`src/rtl/ddr_dqs_rcvr_en_seq.sv`:
```
// Multi-channel DQS receiver enable sequencer.
// Each channel runs an IDLE -> WARM -> ACTIVE -> HOLD sequence so that the
// analog receiver is enabled early enough to settle (warm-up) and stays enabled
// through the read postamble (hold-off). A software override forces every
// channel's outputs for bring-up and calibration.
//
// Interface: i_ie is a level request per channel, not a handshake. While it is
// high the channel is, or is heading to, ACTIVE. o_rdy marks the cycles where
// DQS capture is valid. All per-channel outputs come straight from flops.
module ddr_dqs_rcvr_en_seq #(
  parameter int NUM_CH = 2,
  parameter int CNT_W  = 6
) (
  input  logic                i_clk,
  input  logic                i_rst_n,
  input  logic [NUM_CH-1:0]   i_ie,
  input  logic                i_sw_ovr,
  input  logic                i_sw_en,
  input  logic                i_edge_det_byp,
  input  logic [CNT_W-1:0]    i_warmup_cnt,
  input  logic [CNT_W-1:0]    i_hold_cnt,
  output logic [NUM_CH-1:0]   o_rcvr_ena,
  output logic [NUM_CH-1:0]   o_edge_det_ena,
  output logic [NUM_CH-1:0]   o_rdy,
  output logic                o_busy,
  output logic [2*NUM_CH-1:0] o_dbg_state
);

  typedef enum logic [1:0] {
    ST_IDLE   = 2'd0,
    ST_WARM   = 2'd1,
    ST_ACTIVE = 2'd2,
    ST_HOLD   = 2'd3
  } state_t;

  state_t            state_q [NUM_CH];
  state_t            state_d [NUM_CH];
  logic [CNT_W-1:0]  cnt_q   [NUM_CH];
  logic [CNT_W-1:0]  cnt_d   [NUM_CH];
  logic [NUM_CH-1:0] rcvr_ena_d;
  logic [NUM_CH-1:0] edge_det_ena_d;
  logic [NUM_CH-1:0] rdy_d;
  logic              ovr_q;
  logic              hold_idle;

  // The FSMs stay parked in IDLE during override and for the first cycle after
  // it is released, so the outputs show one clean IDLE cycle before any new
  // warm-up starts.
  assign hold_idle = i_sw_ovr | ovr_q;

  // Next-state, counter update and output decode from the next state
  always_comb begin
    rcvr_ena_d     = '0;
    edge_det_ena_d = '0;
    rdy_d          = '0;
    for (int c = 0; c < NUM_CH; c++) begin
      state_d[c] = state_q[c];
      cnt_d[c]   = cnt_q[c];
      if (hold_idle) begin
        state_d[c] = ST_IDLE;
        cnt_d[c]   = '0;
      end else begin
        case (state_q[c])
          ST_IDLE: begin
            if (i_ie[c]) begin
              if (i_warmup_cnt != '0) begin
                state_d[c] = ST_WARM;
                cnt_d[c]   = i_warmup_cnt;
              end else begin
                state_d[c] = ST_ACTIVE;
              end
            end
          end
          ST_WARM: begin
            if (!i_ie[c]) begin
              state_d[c] = ST_IDLE;
              cnt_d[c]   = '0;
            end else if (cnt_q[c] <= CNT_W'(1)) begin
              state_d[c] = ST_ACTIVE;
              cnt_d[c]   = '0;
            end else begin
              cnt_d[c] = cnt_q[c] - CNT_W'(1);
            end
          end
          ST_ACTIVE: begin
            if (!i_ie[c]) begin
              if (i_hold_cnt != '0) begin
                state_d[c] = ST_HOLD;
                cnt_d[c]   = i_hold_cnt;
              end else begin
                state_d[c] = ST_IDLE;
              end
            end
          end
          ST_HOLD: begin
            if (i_ie[c]) begin
              state_d[c] = ST_ACTIVE;
              cnt_d[c]   = '0;
            end else if (cnt_q[c] <= CNT_W'(1)) begin
              state_d[c] = ST_IDLE;
              cnt_d[c]   = '0;
            end else begin
              cnt_d[c] = cnt_q[c] - CNT_W'(1);
            end
          end
          default: begin
            state_d[c] = ST_IDLE;
            cnt_d[c]   = '0;
          end
        endcase
      end

      case (state_d[c])
        ST_WARM: begin
          rcvr_ena_d[c]     = 1'b1;
          edge_det_ena_d[c] = i_edge_det_byp;
        end
        ST_ACTIVE: begin
          rcvr_ena_d[c]     = 1'b1;
          edge_det_ena_d[c] = 1'b1;
          rdy_d[c]          = 1'b1;
        end
        ST_HOLD: begin
          rcvr_ena_d[c]     = 1'b1;
          edge_det_ena_d[c] = 1'b1;
        end
        default: ;
      endcase
    end

    if (i_sw_ovr) begin
      rcvr_ena_d     = {NUM_CH{i_sw_en}};
      edge_det_ena_d = {NUM_CH{i_sw_en}};
      rdy_d          = {NUM_CH{i_sw_en}};
    end
  end

  // State, counter and output registers; reset clears outputs immediately
  always_ff @(posedge i_clk or negedge i_rst_n) begin
    if (!i_rst_n) begin
      for (int c = 0; c < NUM_CH; c++) begin
        state_q[c] <= ST_IDLE;
        cnt_q[c]   <= '0;
      end
      ovr_q          <= 1'b0;
      o_rcvr_ena     <= '0;
      o_edge_det_ena <= '0;
      o_rdy          <= '0;
    end else begin
      for (int c = 0; c < NUM_CH; c++) begin
        state_q[c] <= state_d[c];
        cnt_q[c]   <= cnt_d[c];
      end
      ovr_q          <= i_sw_ovr;
      o_rcvr_ena     <= rcvr_ena_d;
      o_edge_det_ena <= edge_det_ena_d;
      o_rdy          <= rdy_d;
    end
  end

  assign o_busy = |o_rcvr_ena;

  // Flatten per-channel state for debug visibility
  always_comb begin
    o_dbg_state = '0;
    for (int c = 0; c < NUM_CH; c++) begin
      o_dbg_state[2*c +: 2] = state_q[c];
    end
  end

endmodule

```
`config.mk`:
```
export PLATFORM = sky130hd
export DESIGN_NAME = ddr_dqs_rcvr_en_seq
export DESIGN_NICKNAME = d
export VERILOG_FILES = /design/src/rtl/ddr_dqs_rcvr_en_seq.sv
export SDC_FILE = /design/constraint.sdc
export NUM_CORES = 1
export LEC_CHECK = 0
export ABC_AREA = 1
export BUFFER_PORTS_ARGS = -buffer_cell sky130_fd_sc_hd__buf_2
export CAP_MARGIN = 30
export CORE_ASPECT_RATIO = 1.1
export CORE_MARGIN = 10
export CORE_UTILIZATION = 52
export CTS_BUF_LIST = sky130_fd_sc_hd__clkbuf_4 sky130_fd_sc_hd__clkbuf_8
export DETAILED_ROUTE_END_ITERATION = 10
export PLACE_DENSITY = 0.85
export SLEW_MARGIN = 5
export SYNTH_ARGS = -nofsm -noshare
export SYNTH_HDL_FRONTEND = slang
export SYNTH_SLANG_ARGS = --single-unit
```
`constraint.sdc`:
```
create_clock -name i_clk -period 1.4 [get_ports i_clk]
set_input_delay 0.21 -clock i_clk [delete_from_list [all_inputs] [get_ports i_clk]]
set_output_delay 0.21 -clock i_clk [all_outputs]
set_load 0.005 [all_outputs]
```
### Word level (Yosys, flattened, before mapping)

Cells that the tools add are included.

| word-level totals | value |
|---|---|
| register bits | 23 |
| input bits | 19 |
| output and inout port bits | 11 |
| word-level logic and storage cells | 87 |

| operators by class | value |
|---|---|
| add/subtract/negate cells | 2 |
| magnitude comparators | 2 |
| equality and inequality tests | 20 |
| mux-type cells | 43 |
| bitwise logic cells | 1 |
| reductions and logical operators | 11 |

Operators by type and width:

| kind | number |
|---|---|
| $mux W6 | 14 |
| $pmux W6 S4 | 2 |
| $mux W2 | 19 |
| $ne A3 B3 Y1 const B | 8 |
| $eq A2 B2 Y1 const B | 8 |
| $pmux W2 S4 | 2 |
| $le A6 B1 Y1 const B | 2 |
| $reduce_bool A6 Y1 | 2 |
| $sub A6 B1 Y6 const B | 2 |
| $eq A2 B1 Y1 const B | 4 |
| $reduce_and A4 Y1 | 2 |
| $reduce_or A2 Y1 | 3 |
| $reduce_or A3 Y1 | 2 |
| $logic_not A2 Y1 | 2 |
| $mux W1 | 4 |
| $pmux W1 S2 | 2 |
| $or A1 B1 Y1 | 1 |

### Longest topological paths before layout

| depth | value |
|---|---|
| word-level depth | 9 |
| gate-level depth with buffers | 11 |
| depth with buffers taken out | 11 |

### Least setup slack after synthesis

Ideal clock, no wire load.

| timing | value |
|---|---|
| path type | register to register |
| start point | register cnt_q[6] in the netlist's numbering |
| end point | register cnt_q[7] in the netlist's numbering |
| library setup time | 0.074 ns |
| arrival time | 1.326 ns |
| data required time | 1.326 ns |
| path slack | 0.000 ns |
| stages on the path, launching flop included | 11 |
| path buffers | 0 |
| clock period less this slack | 1.400 ns |
| path through | dfrtp_1 inv_1 ha_1 inv_1 nand2_1 nand3_1 nand2_2 or2_0 a21oi_1 nand2_1 o21ai_2 |

| between the ends | value |
|---|---|
| word-level cells in the longest chain between the ends | 5 |
| elaborated cells on any way between the ends | 7 |
| classes of those cells | add/sub (1); order compare (1); mux (5) |

Ends and longest elaborated chain:

| what | RTL line | RTL |
|---|---|---|
| from (decl) | 38 | `logic [CNT_W-1:0] cnt_q [NUM_CH];` |
| from (signal, indexed assignment) | 152 | `cnt_q[c] <= cnt_d[c];` |
| $sub A6 B1 Y6 or $le A6 B1 Y1 (tied branches) | - |  |
| $mux W6 * | 78, 99 |  |
| $mux W6, on equally long branches | 96, 75 |  |
| $pmux W6 S4 * | 63 | `case (state_q[c])` |
| $mux W6 * | 59 | `if (hold_idle) begin` |

Every way passes the cells marked *; elsewhere a longest branch is shown, timed or not.
A chain may end at the register's enable or synchronous reset.

### Worst setup path in the final report

Ends and elaborated chain as after synthesis.

==> results.py <==
metrics = {
    "clocking": {
        "cts_sinks": 23,
        "clk_pin_slew_worst_paths_ns": 0.14,
        "clk_path_buf_depth": 2,
        "cts_made_buffers": 3,
        "htree_levels": 1,
        "insertion_delay_ns": 0.32,
        "cts_tree": "done",
        "root_buffer": "clkbuf_4",
    },
    "synth": {
        "synth-main-ff-cell": "dfrtp_1",
        "netlist_instances": 232,
        "synth_edf_count": 0,
        "synth_nets": 255,
        "yosysSeqAreaShare": 0.366,
        "postSynth.asyncResetShare": 1.00,
        "avgSynthCellArea_um2": 6.78,
        "synth-seq-cells": 23,
        "synth.distinct_cells": 23,
        "netlist_area_mm2": 0.00157,
        "yosys_warnings": 0,
    },
    "cells_and_area": {
        "final_core_util": 0.746,
        "layout_commonest_cell": "nand2_1",
        "drive_gt1_frac": 0.375,
        "layout.nets": 309,
        "antennaDiodeCount": 0,
        "layout_common_cells": "43 x nand2_1, 29 x buf_2, 27 x nor2_1",
        "multi_input_area_mm2": 0.00101,
        "syn2layout_area_growth_pct": 33.9,
        "stdcell_count": 318,
        "regArea_um2": 578,
        "fin_area_mm2": 0.00211,
        "n_fill_cell": 229,
    },
    "floorplanning": {
        "ios": 30,
        "die_x_um": 72.5,
        "die_area_mm2": 0.00563,
        "core_mm2": 0.00283,
        "die_h_um": 77.7,
        "start_util": 0.557,
        "row_count": 20,
    },
    "outcome": {
        "violations": "setup timing",
        "status": "complete, but fails checks",
    },
    "pwr": {
        "power_uw": 1610,
        "cellLeakagePower_uw": 0.00115,
        "vdd_drop_max_v": 0.000660,
        "power.density_mw_per_mm2": 765,
    },
    "routing": {
        "drc": 0,
        "drt-total-wl_um": 4540,
        "vias": 1740,
        "first_pass_iters": 4,
        "wl_per_cell_um": 14.3,
        "ant_nets": 0,
        "drt_iter0_drc": 186,
        "vias_per_cell": 5.47,
    },
    "global_routing": {
        "antenna_found_initial": 0,
        "track_usage": 0.152,
        "grt_start_max_net_pins": 24,
        "first_global_vias": 1637,
        "grt_overflow": 0,
        "grt_first_pass_wirelength_um": 7160,
    },
    "flow_run": {
        "drv_cap": 0,
    },
    "placed_design": {
        "numPortBuffers": 29,
        "place.gp.congestion": 0.916,
        "dp_hpwl_um": 3190,
        "placed_cell_area_mm2": 0.00188,
        "dpl.cell_count": 309,
    },
    "sta": {
        "setup-tns-final_ns": -0.158,
        "fmax_mhz": 686,
        "worst_pin_slew_ns": 0.496,
        "period_share": 1.04,
        "rsz0062_at_grt": "yes",
        "setup_slack_ns": -0.0567,
        "max-slew-margin-rel": 0.669,
        "slew_viol_final": 0,
        "finalClockSkew_ns": 0.00755,
        "final.min_clock_period_ns": 1.46,
        "finalHoldViolCount": 0,
        "setup_viol": 6,
    },
    "worst_setup_path": {
        "crit_path_max_fanout": 6,
        "start_kind": "flop",
        "worstPathArrival_ns": 1.72,
        "rrSetupSlack_ns": -0.06,
        "worstPathRequired_ns": 1.66,
        "worstSetupPathType": "flop to flop",
        "critPathCaptureType": "flop",
    },
    "hold_path": {
        "hold_path.class": "input pin to flop",
    },
}
## through the flow
step                      worst slack, ns  hold WS (ns)
after floorplan                    0.0286       -0.0856
after global placement            -0.0167         0.202
after detailed placement          -0.0696         0.205
after CTS                         -0.0221        0.0157
after global routing               -0.149        0.0141
final                             -0.0567        0.0151
## synth_stat cells, types with 2 or more instances
cell	count	share of area
o21ai_0	16	0.051
nand3_1	21	0.067
o21ai_1	15	0.048
a21oi_1	12	0.038
nor2_1	33	0.079
nand2_1	48	0.11
inv_2	9	0.021
nand2_2	5	0.020
ha_1	4	0.032
buf_2	2	0.0064
o211ai_1	4	0.019
inv_1	25	0.060
xor2_1	6	0.033
dfrtp_1	23	0.37
## path summary, 6_finish.rpt
check	from	end	depth (start not counted)
min reg2reg	cnt_q[5]$_DFFE_PN0P_	cnt_q[5]$_DFFE_PN0P_	2
min in group asynchronous	i_rst_n	o_dbg_state[1]$_DFF_PN0_	2
max in group asynchronous	i_rst_n	o_dbg_state[3]$_DFF_PN0_	2
min	i_sw_ovr	ovr_q$_DFF_PN0_	1
max	cnt_q[6]$_DFFE_PN0P_	cnt_q[7]$_DFFE_PN0P_	10
max reg2reg	cnt_q[6]$_DFFE_PN0P_	cnt_q[7]$_DFFE_PN0P_	10
## per-layer routing
metal  wire [um]  up-vias  GRT usage
met5           0        -          0
met4         107        0     0.0665
met3         371       16     0.0407
met2        2190       72      0.244
met1        1870      798      0.185
li1            -      854          -
## registers in the layout, summed over array words and instances (netlist names)
register / count
o_dbg_state: 4
cnt_q: 12
o_edge_det_ena: 2
ovr_q: 1
o_rcvr_ena: 2
o_rdy: 2
## power breakdown
| part | switching [uW] | leakage [uW] | internal, uW | total, uW |
|---|---|---|---|---|
| sequential | 34.3 | 0.000301 | 705 | 739 |
| combinational | 308 | 0.000835 | 224 | 532 |
| clock | 211 | 0.0000184 | 131 | 342 |
| total | 553 | 0.00115 | 1060 | 1610 |
## layout make-up
type                            count  area share
Clock buffer                        4      0.0142
Inverter                           34      0.0605
Multi-Input combinational cell    173       0.478
Sequential cell                    23       0.274
Tap cell                           33      0.0196
Timing Repair Buffer               51       0.154
## critical path: stages, from the launching register on
cell and delay [ns]:
dfrtp_1 0.41, inv_2 0.07, ha_4 0.16, inv_2 0.05
nand2_2 0.06, nand3_4 0.08, nand2_4 0.08, or2_0 0.24
a21oi_1 0.15, nand2_1 0.07, o21ai_2 0.05
## what timing repair did
item	in CTS	in global routing
hold endpoints to repair	23	0
buffers inserted	1	3
hold buffers	1	0
pin swaps	6	23
endpoints found under the setup margin	14	22
resized for setup	12	37
## cell families after synthesis
logic type	synth area share
flops	0.366
xor+xnor	0.0390
simple gates	0.305
compound gates	0.171
buf+inv	0.0874
fa+ha+maj	0.0318
Note: power is estimated with default switching activity, not from simulation.
